## src/rtl/mlops_pkg.sv

```systemverilog
// Shared element width and index/count width helpers for the mlops vector datapath.
package mlops_pkg;

   localparam int NBits = 8;

   // Width of an index/pointer over n slots; never narrower than one bit.
   function automatic int idx_w(input int n);
      return (n > 1) ? $clog2(n) : 1;
   endfunction

   // Width of a counter that must hold 0..n inclusive.
   function automatic int cnt_w(input int n);
      return $clog2(n + 1);
   endfunction

endpackage

```

## src/rtl/chunk_regfile.sv

```systemverilog
// 1W/1R chunk storage: synchronous write, asynchronous read, data not reset.
module chunk_regfile
   import mlops_pkg::*;
#(
   parameter int Depth = 8,
   parameter int Width = 32
) (
   input  logic                    clk_i,
   input  logic                    we_i,
   input  logic [idx_w(Depth)-1:0] waddr_i,
   input  logic [Width-1:0]        wdata_i,
   input  logic [idx_w(Depth)-1:0] raddr_i,
   output logic [Width-1:0]        rdata_o
);

   logic [Width-1:0] mem_q [Depth];

   always_ff @(posedge clk_i) begin
      if (we_i) begin
         mem_q[waddr_i] <= wdata_i;
      end
   end

   assign rdata_o = mem_q[raddr_i];

endmodule

```

## src/rtl/v_chunk_fifo.sv

```systemverilog
// First-word-fall-through chunk FIFO that tracks vector boundaries between mlops stages.
module v_chunk_fifo
   import mlops_pkg::*;
#(
   parameter int VecLength   = 16,
   parameter int WorkingRegs = 4,
   parameter int DepthVecs   = 2
) (
   input  logic                                    clk_in,
   input  logic                                    rst_in,
   input  logic                                    wr_en,
   input  logic signed [WorkingRegs-1:0][NBits-1:0] wr_data,
   output logic                                    wr_full,
   input  logic                                    rd_en,
   output logic signed [WorkingRegs-1:0][NBits-1:0] rd_data,
   output logic                                    rd_vec_last,
   output logic                                    data_ready,
   output logic                                    overflow_err,
   output logic                                    underflow_err
);

   localparam int ChunksPerVec = VecLength / WorkingRegs;
   localparam int DepthChunks  = DepthVecs * ChunksPerVec;
   localparam int CW = WorkingRegs * NBits;
   localparam int PW = idx_w(DepthChunks);
   localparam int KW = cnt_w(DepthChunks);
   localparam int IW = idx_w(ChunksPerVec);
   localparam int VW = cnt_w(DepthVecs + 1);

   if ((VecLength % WorkingRegs) != 0 || DepthVecs < 1) begin : g_param_err
      $error("v_chunk_fifo: VecLength must be a multiple of WorkingRegs and DepthVecs >= 1");
   end

   logic [PW-1:0] wr_ptr_q, wr_ptr_d, rd_ptr_q, rd_ptr_d;
   logic [KW-1:0] count_q, count_d;
   logic [IW-1:0] wr_idx_q, wr_idx_d, rd_idx_q, rd_idx_d;
   logic [VW-1:0] vec_cnt_q, vec_cnt_d;
   logic          ovf_q, ovf_d, unf_q, unf_d;
   logic          push_ok, pop_ok, wr_wrap, rd_wrap, vec_done_wr, vec_done_rd;
   logic [CW-1:0] wr_flat, rd_flat;

   assign wr_full = (count_q == KW'(DepthChunks));
   assign wr_flat = wr_data;

   always_comb begin
      wr_ptr_d  = wr_ptr_q;
      rd_ptr_d  = rd_ptr_q;
      count_d   = count_q;
      wr_idx_d  = wr_idx_q;
      rd_idx_d  = rd_idx_q;
      vec_cnt_d = vec_cnt_q;

      // An empty FIFO never bypasses a same-cycle push to the read side.
      pop_ok      = rd_en && (count_q != '0);
      push_ok     = wr_en && (!wr_full || pop_ok);
      wr_wrap     = (wr_idx_q == IW'(ChunksPerVec - 1));
      rd_wrap     = (rd_idx_q == IW'(ChunksPerVec - 1));
      vec_done_wr = push_ok && wr_wrap;
      vec_done_rd = pop_ok && rd_wrap;

      ovf_d = ovf_q | (wr_en && !push_ok);
      unf_d = unf_q | (rd_en && (count_q == '0));

      if (push_ok) begin
         wr_ptr_d = (wr_ptr_q == PW'(DepthChunks - 1)) ? '0 : wr_ptr_q + PW'(1);
         wr_idx_d = wr_wrap ? '0 : wr_idx_q + IW'(1);
      end
      if (pop_ok) begin
         rd_ptr_d = (rd_ptr_q == PW'(DepthChunks - 1)) ? '0 : rd_ptr_q + PW'(1);
         rd_idx_d = rd_wrap ? '0 : rd_idx_q + IW'(1);
      end

      if (push_ok && !pop_ok) begin
         count_d = count_q + KW'(1);
      end else if (!push_ok && pop_ok) begin
         count_d = count_q - KW'(1);
      end

      if (vec_done_wr && !vec_done_rd) begin
         vec_cnt_d = vec_cnt_q + VW'(1);
      end else if (!vec_done_wr && vec_done_rd) begin
         vec_cnt_d = vec_cnt_q - VW'(1);
      end
   end

   always_ff @(posedge clk_in or negedge rst_in) begin
      if (!rst_in) begin
         wr_ptr_q  <= '0;
         rd_ptr_q  <= '0;
         count_q   <= '0;
         wr_idx_q  <= '0;
         rd_idx_q  <= '0;
         vec_cnt_q <= '0;
         ovf_q     <= 1'b0;
         unf_q     <= 1'b0;
      end else begin
         wr_ptr_q  <= wr_ptr_d;
         rd_ptr_q  <= rd_ptr_d;
         count_q   <= count_d;
         wr_idx_q  <= wr_idx_d;
         rd_idx_q  <= rd_idx_d;
         vec_cnt_q <= vec_cnt_d;
         ovf_q     <= ovf_d;
         unf_q     <= unf_d;
      end
   end

   chunk_regfile #(
      .Depth (DepthChunks),
      .Width (CW)
   ) u_regfile (
      .clk_i   (clk_in),
      .we_i    (push_ok),
      .waddr_i (wr_ptr_q),
      .wdata_i (wr_flat),
      .raddr_i (rd_ptr_q),
      .rdata_o (rd_flat)
   );

   // Storage is not reset, so the head is masked to zero while empty.
   assign rd_data       = (count_q != '0) ? rd_flat : '0;
   assign rd_vec_last   = (count_q != '0) && rd_wrap;
   assign data_ready    = (vec_cnt_q != '0);
   assign overflow_err  = ovf_q;
   assign underflow_err = unf_q;

endmodule

```

## config.mk

```make
export PLATFORM = sky130hd
export DESIGN_NAME = v_chunk_fifo
export DESIGN_NICKNAME = d
export VERILOG_FILES = /design/src/rtl/mlops_pkg.sv /design/src/rtl/chunk_regfile.sv /design/src/rtl/v_chunk_fifo.sv
export SDC_FILE = /design/constraint.sdc
export NUM_CORES = 1
export LEC_CHECK = 0
export CAP_MARGIN = 20
export CORE_MARGIN = 5
export CORE_UTILIZATION = 50
export CTS_CLUSTER_SIZE = 28
export DETAILED_ROUTE_END_ITERATION = 8
export DONT_BUFFER_PORTS = 1
export GPL_ROUTABILITY_DRIVEN = 1
export SYNTH_ARGS = -nofsm -noshare
export SYNTH_HDL_FRONTEND = slang
export SYNTH_SLANG_ARGS = --single-unit
export TNS_END_PERCENT = 5
```

## constraint.sdc

```tcl
create_clock -name clk_in -period 6.6 [get_ports clk_in]
set_clock_uncertainty 0.1 [all_clocks]
set_input_delay 0.66 -clock clk_in [delete_from_list [all_inputs] [get_ports clk_in]]
set_output_delay 0.66 -clock clk_in [all_outputs]
set_load 0.02 [all_outputs]
```

==> flow_summary.yaml <==
cts:
  clock_latency_ns: 0.52
  cts_made_buffers: 29
  cts_tree: "built"
  postCtsSetupBuffers: 0
  clkTransAtPathRegs_ns: 0.06
  cts_resized: 0
  hold_buffers: 1
  cts-htree-levels: 1
  cts_buffer_depth: 3
  cts-root-buf: "clkbuf_16"
  cts_num_sinks: 274
global_routing:
  grt_pass1_vias: 5066
  grt_usage_pct: 16.4
  grt.met2_usage_pct: 27.2
  antenna_found_initial: 0
  grt_pass1_wl_um: 30200
  grt-busiest-layer: "met2"
  grt-ovfl-total: 0
  grt_max_degree: 67
  grtUsageMet1_pct: 22.3
  grt_util_met3_pct: 4.67
die:
  core_area_um2: 21000
  die_h_um: 155
  fp-row-count: 53
  ios: 73
  die-area_um2: 24200
  start_util_pct: 50.5
  die_w_um: 155
critical_path:
  required_ns: 5.84
  r2r_slack_ns: 3.21
  worstSetupEndpointType: "primary output"
  criticalPathCategory: "register to primary output"
  start_kind: "register"
  critPathMaxFanout: 42
  arrival_ns: 3.03
drt:
  drt_pass1_iterations: 4
  wl_per_cell_um: 24.4
  routed_via_density: 5.91
  totalWireLength_um: 19400
  post-route-drc-count: 0
  ant_nets: 0
  route.vias.total: 4693
  first_iter_violations: 306
placement:
  port_buffers: 0
  dpl.hpwl_um: 10900
  gp_congestion: 0.677
synth:
  ys_seq_area_share_pct: 77.0
  yosysWarnings: 0
  async_flop_share_pct: 6.57
  synth_area_leaders: "edfxtp_1 (73%), mux4_2 (14%), dfrtp_1 (4.3%)"
  synth_cell_types: 40
  syn_avg_cell_area_um2: 22.5
  synth-main-ff-cell: "edfxtp_1"
  syn_inst: 471
  synth_top_area_share_pct: 72.7
  synth_edf_count: 256
  synth_nets: 518
  yosysTopAreaCell: "edfxtp_1"
  netlist_area_um2: 10600
  ys_ff_latch: 274
layout:
  syn_to_final_growth_pct: 13.6
  antennaDiodeCount: 0
  final_cell_mix: "edfxtp_1 (256), mux4_2 (64), a22o_1 (32)"
  final_nets: 544
  mostFrequentLayoutCell: "edfxtp_1"
  drive_gt1_share_pct: 29.1
pwr:
  ir_drop_mv: 0.405
  fin_total_pwr_uw: 5680
  leakagePower_uw: 0.00391
  p_per_area_nw_per_um2: 472
timing:
  max_freq_ghz: 0.264
  finalCritPeriodShare_pct: 57.5
  rsz0062_at_grt: "no"
  slew_headroom_pct: 29.9
  finalHoldViolCount: 0
  tightestPinTransition_ns: 1.05
  final_period_minus_worst_setup_slack_ns: 3.79
  finalSetupTns_ns: 0
  final_max_slew_viol_count: 0
  setup_viol: 0
hold_path:
  min_path_type: "input pin to register"
status:
  status: "completed"
job:
  maxCapViolations: 0
per-stage QoR:
stage | hold WS [ns] | instances | utilization (%) | instance area (µm²) | worst slack [ns]
after floorplan | 0.264 | 471 | - | 10600 | 1.73
after global placement | 0.265 | 738 | 52.4 | 11000 | 3.26
after detailed placement | 0.265 | 738 | 52.4 | 11000 | 3.21
after CTS | 0.107 | 792 | 57.2 | 12000 | 2.68
after global routing | 0.100 | 794 | 57.3 | 12000 | 2.55
final | 0.128 | 794 | 57.3 | 12000 | 2.81
final cells by class:
class                   instances  area (µm²)
inverters                       4        15.0
multi-input cells             170        2370
fillers                      1570        8940
repair buffers                 18         155
clock buffers                  37         776
flip-flops and latches        274        8140
well taps                     275         344
clock inverters                16         208
where the power goes:
part           switching [µW]  total, µW  internal (µW)
logic                     936       1640            700
clock network             623       1650           1020
registers                 192       2400           2200
final timing paths:
kind,from,endpoint,cells after the start
max in group asynchronous,rst_in,rd_ptr_q[0],1
hold / removal,wr_data[17],u_regfile.mem_q[6][17],0
hold reg to reg,vec_cnt_q[1],vec_cnt_q[1],1
setup reg to reg,count_q[0],count_q[3],9
min in group asynchronous,rst_in,wr_idx_q[1],1
setup / recovery,rd_ptr_q[0],rd_data[20],3
kinds of logic after synthesis:
family                   Yosys count  synth area share (%)
AO/OA/AOI/OAI                     47                  3.79
XOR/XNOR                           5                 0.414
adder cells (fa/ha/maj)           11                  1.37
buffers and inverters             27                  1.18
flip-flops                       274                  77.0
multiplexers                      72                  14.5
AND/OR/NAND/NOR                   35                  1.82
worst max-delay path, stage by stage (launching register included):
cell and delay (ns):
dfrtp_4 0.99, buf_4 0.58, mux4_2 0.57, a22o_1 0.34
flip-flops by register name, summed over array words and instances, names as in the netlist:
name and flops:
u_regfile.mem_q 256, count_q 4, rd_ptr_q 3, wr_ptr_q 3, rd_idx_q 2, vec_cnt_q 2, wr_idx_q 2, overflow_err 1
underflow_err 1
synth_stat cells, types with 3 or more instances:
master      n
edfxtp_1  256
mux4_2     64
a22o_1     32
dfrtp_1    18
buf_2      10
ha_1       10
clkbuf_1    9
nor2_1      8
mux2_2      7
nor3_1      6
nand2_1     5
inv_1       4
o211ai_1    3
xnor2_1     3
routing by layer:
| layer | wire length [µm] | share of wire (%) |
|---|---|---|
| met5 | 0 | 0 |
| met2 | 9920 | 51 |
| met3 | 1200 | 6.2 |
| met1 | 8040 | 41 |
| met4 | 215 | 1.1 |
No activity file was read; power rests on OpenSTA's default activity.
